**src/rtl/sample_hold_pkg.sv**
```systemverilog
// Shared types and defaults for the sample/hold stage: FSM state encoding,
// default parameter values and the FIFO occupancy-width helper.
package sample_hold_pkg;

  typedef enum logic [1:0] {
    IDLE = 2'd0,
    WAIT = 2'd1,
    PUSH = 2'd2
  } state_t;

  localparam int DEF_DATA_W      = 32;
  localparam int DEF_DEPTH       = 4;
  localparam int DEF_HOLD_CYCLES = 4;

  function automatic int count_width(input int depth);
    return $clog2(depth + 1);
  endfunction

endpackage

```
**src/rtl/sample_hold_fifo.sv**
```systemverilog
// Small synchronous FIFO for captured samples. A push into a full FIFO is
// accepted only when a pop happens in the same cycle.
module sample_hold_fifo
  import sample_hold_pkg::*;
#(
  parameter int DATA_W = DEF_DATA_W,
  parameter int DEPTH  = DEF_DEPTH
) (
  input  logic                       clk,
  input  logic                       reset,
  input  logic                       push,
  input  logic                       pop,
  input  logic [DATA_W-1:0]          wdata,
  output logic [DATA_W-1:0]          rdata,
  output logic [$clog2(DEPTH+1)-1:0] count,
  output logic                       full,
  output logic                       empty
);

  localparam int PW = $clog2(DEPTH);
  localparam int CW = count_width(DEPTH);
  localparam logic [CW-1:0] FULL_CNT = CW'(DEPTH);

  logic [DATA_W-1:0] mem [DEPTH];
  logic [PW-1:0]     wr_ptr;
  logic [PW-1:0]     rd_ptr;
  logic              do_push;
  logic              do_pop;

  assign full    = (count == FULL_CNT);
  assign empty   = (count == '0);
  assign do_pop  = pop && !empty;
  assign do_push = push && (!full || do_pop);
  // Head is read straight from storage, so it only moves on pop or on the
  // first write into an empty FIFO.
  assign rdata   = mem[rd_ptr];

  always_ff @(posedge clk) begin
    if (reset) begin
      wr_ptr <= '0;
      rd_ptr <= '0;
      count  <= '0;
      for (int i = 0; i < DEPTH; i++) mem[i] <= '0;
    end else begin
      if (do_push) begin
        mem[wr_ptr] <= wdata;
        wr_ptr      <= wr_ptr + PW'(1);
      end
      if (do_pop) rd_ptr <= rd_ptr + PW'(1);
      case ({do_push, do_pop})
        2'b10:   count <= count + CW'(1);
        2'b01:   count <= count - CW'(1);
        default: count <= count;
      endcase
    end
  end

endmodule

```
**src/rtl/sample_hold_stage.sv**
```systemverilog
// Watches a level-style input word, waits a settle interval after each change
// and queues the settled value. SAMPLE_HOLD_DEBOUNCE_EN restarts the settle
// interval whenever the input moves during it.
//
// state | meaning
// IDLE  | waiting for in_data to differ from the last captured value
// WAIT  | settle countdown running
// PUSH  | captured sample written to FIFO (or dropped if full)
module sample_hold_stage
  import sample_hold_pkg::*;
#(
  parameter int DATA_W      = DEF_DATA_W,
  parameter int DEPTH       = DEF_DEPTH,
  parameter int HOLD_CYCLES = DEF_HOLD_CYCLES
) (
  input  logic                       clk,
  input  logic                       reset,
  input  logic signed [DATA_W-1:0]   in_data,
  output logic signed [DATA_W-1:0]   out_data,
  output logic                       out_valid,
  input  logic                       out_ready,
  output logic [$clog2(DEPTH+1)-1:0] count,
  output logic                       overflow
);

  localparam logic signed [31:0] HOLD_LD = 32'(HOLD_CYCLES);

  state_t                    state, state_n;
  logic signed [31:0]        wait_counter, wc_n, wc_dec;
  logic signed [DATA_W-1:0]  last_sampled, last_n;
  logic signed [DATA_W-1:0]  sample, sample_n;
  logic                      ovf_n;
  logic                      push;
  logic                      pop;
  logic                      fifo_full;
  logic                      fifo_empty;
  logic [DATA_W-1:0]         fifo_rdata;
`ifdef SAMPLE_HOLD_DEBOUNCE_EN
  logic signed [DATA_W-1:0]  prev_in;
`endif

  assign out_valid = !fifo_empty;
  assign out_data  = fifo_rdata;
  assign pop       = out_valid && out_ready;
  assign wc_dec    = wait_counter - 32'sd1;

  always_ff @(posedge clk) begin
    if (reset) begin
      state        <= IDLE;
      wait_counter <= '0;
      last_sampled <= '0;
      sample       <= '0;
      overflow     <= 1'b0;
`ifdef SAMPLE_HOLD_DEBOUNCE_EN
      prev_in      <= '0;
`endif
    end else begin
      state        <= state_n;
      wait_counter <= wc_n;
      last_sampled <= last_n;
      sample       <= sample_n;
      overflow     <= ovf_n;
`ifdef SAMPLE_HOLD_DEBOUNCE_EN
      prev_in      <= in_data;
`endif
    end
  end

  always_comb begin
    state_n  = state;
    wc_n     = wait_counter;
    last_n   = last_sampled;
    sample_n = sample;
    ovf_n    = overflow;
    push     = 1'b0;
    case (state)
      IDLE: begin
        if (in_data != last_sampled) begin
          wc_n    = HOLD_LD;
          state_n = WAIT;
        end
      end
      WAIT: begin
        wc_n = wc_dec;
`ifdef SAMPLE_HOLD_DEBOUNCE_EN
        if (in_data != prev_in) begin
          wc_n = HOLD_LD;
        end else if (wc_dec == 32'sd0) begin
          sample_n = in_data;
          state_n  = PUSH;
        end
`else
        if (wc_dec == 32'sd0) begin
          sample_n = in_data;
          state_n  = PUSH;
        end
`endif
      end
      PUSH: begin
        push = 1'b1;
        // A same-cycle pop frees the slot, so only a full FIFO with no pop drops.
        if (fifo_full && !pop) ovf_n = 1'b1;
        last_n  = sample;
        state_n = IDLE;
      end
      default: state_n = IDLE;
    endcase
  end

  sample_hold_fifo #(
    .DATA_W (DATA_W),
    .DEPTH  (DEPTH)
  ) u_fifo (
    .clk   (clk),
    .reset (reset),
    .push  (push),
    .pop   (pop),
    .wdata (sample),
    .rdata (fifo_rdata),
    .count (count),
    .full  (fifo_full),
    .empty (fifo_empty)
  );

endmodule
```
**config.mk**
```make
export PLATFORM = sky130hd
export DESIGN_NAME = sample_hold_stage
export DESIGN_NICKNAME = d
export VERILOG_FILES = /design/src/rtl/sample_hold_pkg.sv /design/src/rtl/sample_hold_fifo.sv /design/src/rtl/sample_hold_stage.sv
export SDC_FILE = /design/constraint.sdc
export NUM_CORES = 1
export LEC_CHECK = 0
export ABC_AREA = 1
export CAP_MARGIN = 15
export CORE_MARGIN = 2
export CORE_UTILIZATION = 64
export DETAILED_ROUTE_END_ITERATION = 6
export PLACE_DENSITY_LB_ADDON = 0.08
export SLEW_MARGIN = 40
export SYNTH_ARGS = -nofsm -noshare
export SYNTH_HDL_FRONTEND = slang
export SYNTH_SLANG_ARGS = --single-unit
```
**constraint.sdc**
```tcl
create_clock -name clk -period 8.9 [get_ports clk]
set_input_delay 1.335 -clock clk [delete_from_list [all_inputs] [get_ports clk]]
set_output_delay 1.335 -clock clk [all_outputs]
set_load 0.05 [all_outputs]
```
==> results.md <==
* CTS tree: built
* Root buffer cell: clkbuf_16
* Design area at approximately 13000 µm²
* Post-synthesis sequential area ratio at 52.94%
* Placed Instance Area at roughly 12000 µm²
* Asr flop ratio synth at 0%
* Final setup viols at 0
* Power Dens Cells at roughly 220 nW/µm²
* Drt pass-1 iters at 7
* CTS clk-pin slew, worst paths at 0.06 ns
* CTS resizes at 0
* Syn. warnings at 0
* Run status: complete, no violations
* Post-synth top cells: nor2_1, nand2_1, edfxtp_1
* Post-DRT Antenna Nets at 0
* Grt met2 use at about half
* HP Class: register to register
* Drt wl/cell at 16.17 µm
* Top Usage Layer GRT: met2
* Post-synth top area share at 33.88%
* Row count at 48
* CP Launch Type: register
* Drt drc at 0
* CP max FO at between 60 and 70
* Max Clk Rate at roughly 200 MHz
* Cell family with most CP delay: buffers and inverters
* WHS Path Cells at 2
* FILL cells at ~1300
* Area contributors post-synth: edfxtp_1, dfxtp_1, nor2_1
* Worst reg2reg path depth at 10
* Worst VDD drop at 0.0001646 V
* Initial antenna violation count at 0
* Area Overhead vs Synth at 14.98%
* Syn nets at ~1400
* Post-synthesis instance total at 1409
* Overall power of the completed layout at roughly 2.9 mW
* Synthesized flop and latch total at between 200 and 250
* Max-slew violations at 0
* Levels on crit path at 6
* Number of global-route vias before repair at a little under 9000
* Crit-path most repeated cell: buf_4
* Crit end category: output pin
* Required time worst endpoint at about 7.6 ns
* Yosys cell types at 37
* Final-stage net count at 1494
* Mean post-synth cell area at between 8 and 9 µm²
* Initial Util at 65.59%
* Global-route wire length before repair at about 44 mm
* Worst r2r src: state[1]$_SDFFE_PP0P_
* Fraction of layout cells with a size suffix above 1 at between 10% and 20%
* Largest net degree at the start of global routing at 76
* WP buf/inv at 4
* Worst reg2reg setup slack at approximately 5.5 ns
* Mapped Area at roughly 11000 µm²
* Slew @ Worst Pin at 0.7977 ns
* Crit-path cells: buf_4, clkinv_1, buf_4, o21ai_0, o22ai_1, clkdlybuf4s50_1
* Final WL at 27.44 mm
* Clock sinks at around 240
* I/O pin cnt at just over 70
* Final hold violations at 0
* Leak Pwr at a little over 5 nW
* Port bufs at 71
* R2r endpoint: u_fifo.mem[0][30]$_SDFFCE_PN0P_
* RSZ-0062 raised after global routing: no
* Accumulated negative setup slack at 0 ns
* CP arrival at about 3.7 ns
* Die X at 137.1 µm
* GRT Total Usage at 29.91%
* Critical path class: register to output pin
* Clock Skew at around 0.022 ns
* Detailed router's first-iteration violation count at 965
* Number of flops mapped to enable cells by yosys at 128
* Number of vias in the routed layout at around 9400
* Max-Slew Margin vs Limit at roughly 46%
* Top-count cell post-synth: nor2_1
* Hold Startpoint: overflow$_SDFFE_PP0P_
* Diode count at 0
* Vias per cell at between 5 and 6
* Min Tclk post-route at 5.051 ns
* CTS Buf Count at 24
* MaxCap Viol Count at 0
* Worst path slowest cell: clkinv_1
* Total grt overflow at 0
* Die Y at around 140 µm
* Hold Buf Count CTS at 0
* Slowest stage delay, CP at ~0.84 ns
* Post-CTS setup buffer count at 0
* Max Buffers Root-to-Sink at 3
* Hold Path End: overflow$_SDFFE_PP0P_
* DIE AREA at ~19000 µm²
* CTS H-Tree Depth at 1
* DP Wirelength at around 18 mm
* Post-synth top flop: edfxtp_1
* Core Region at ~17000 µm²
* GPL Wtd Cong at a little over 0.9
* Met1 Resource Use GR at 41.22%
* Clk Latency, worst-skew pair at 0.53 ns
* Tcrit/Tclk final at roughly 57%
* Yosys top cell by area: edfxtp_1
* M3 GR Usage at under 10%
-- cell usage in the layout, fill, tap and decap left out, types with 25 or more instances in the layout --
master,Yosys,routed
dfxtp_1,108,107
nand4_1,41,41
a21oi_1,68,68
inv_2,39,41
inv_1,126,124
nand3_1,25,25
nor2_1,305,304
clkdlybuf4s50_1,0,71
nand2_1,248,247
nand2_2,31,32
o21ai_0,105,105
o22ai_1,32,32
edfxtp_1,128,128
-- worst max-delay path by stage --
stage                     startpoint                    endpoint  slack, ns
after detailed placement    register                out_data[28]       4.43
final                       register                out_data[28]       3.85
after global placement      register                out_data[25]       4.50
after CTS                   register                out_data[28]       3.86
after floorplan            out_ready  u_fifo.mem[3][0]$_DFFE_PP_       4.25
after global routing        register                out_data[28]       3.60
-- sequential cells by signal, indices dropped and copies added (netlist names), named ones only --
signal	cells
sample	32
overflow	1
u_fifo.count	3
u_fifo.mem	128
last_sampled	32
u_fifo.rd_ptr	2
u_fifo.wr_ptr	2
state	2
wait_counter	32
-- area by class of cell --
class / instances / area [µm²] / area share, %
Clock buffer: 29 / 629.4 / 4.825
Clock inverter: 14 / 190.2 / 1.458
Inverter: 167 / 626.9 / 4.806
Multi-Input combinational cell: 939 / 4454 / 34.15
Sequential cell: 236 / 6007 / 46.05
Tap cell: 225 / 281.5 / 2.158
Timing Repair Buffer: 87 / 854.6 / 6.552
-- where the power goes --
part / total [mW] / internal, mW / switching [mW]
logic: 0.623 / 0.195 / 0.427
clock network: 1.04 / 0.622 / 0.419
registers: 1.20 / 1.18 / 0.0219
-- layer usage --
layer	wire length, µm	up-vias
li1	-	4648
met1	11950	4398
met2	12900	341
met3	1934	56
met4	650	0
met5	0	-
-- worst min-delay path: stages (launching register included) --
cell,delay [ns]
dfxtp_1,0.31
inv_1,0.05
a21oi_1,0.05
-- cells by family (layout without fill, tap and decap cells) --
logic type / count (synthesis) / in the layout / synth area share, %
adders and majority gates: 4 / 4 / 0.5074
buffers and inverters: 234 / 297 / 8.007
and+or+nand+nor: 689 / 689 / 26.22
xor gates and xnor gates: 28 / 28 / 2.162
DFF: 236 / 236 / 52.94
AOI/OAI and AO/OA: 218 / 218 / 10.17
-- stage by stage --
| step | util, % | instances | hold slack (ns) | setup WS [ns] |
|---|---|---|---|---|
| after floorplan | - | 1409 | 0.4364 | 4.248 |
| after global placement | 70.44 | 1652 | 0.4383 | 4.499 |
| after detailed placement | 70.67 | 1654 | 0.4430 | 4.434 |
| after CTS | 75.41 | 1697 | 0.4515 | 3.857 |
| after global routing | 75.41 | 1697 | 0.5018 | 3.598 |
| final | 75.41 | 1697 | 0.4504 | 3.849 |
Power figures use the tool's default switching activity.
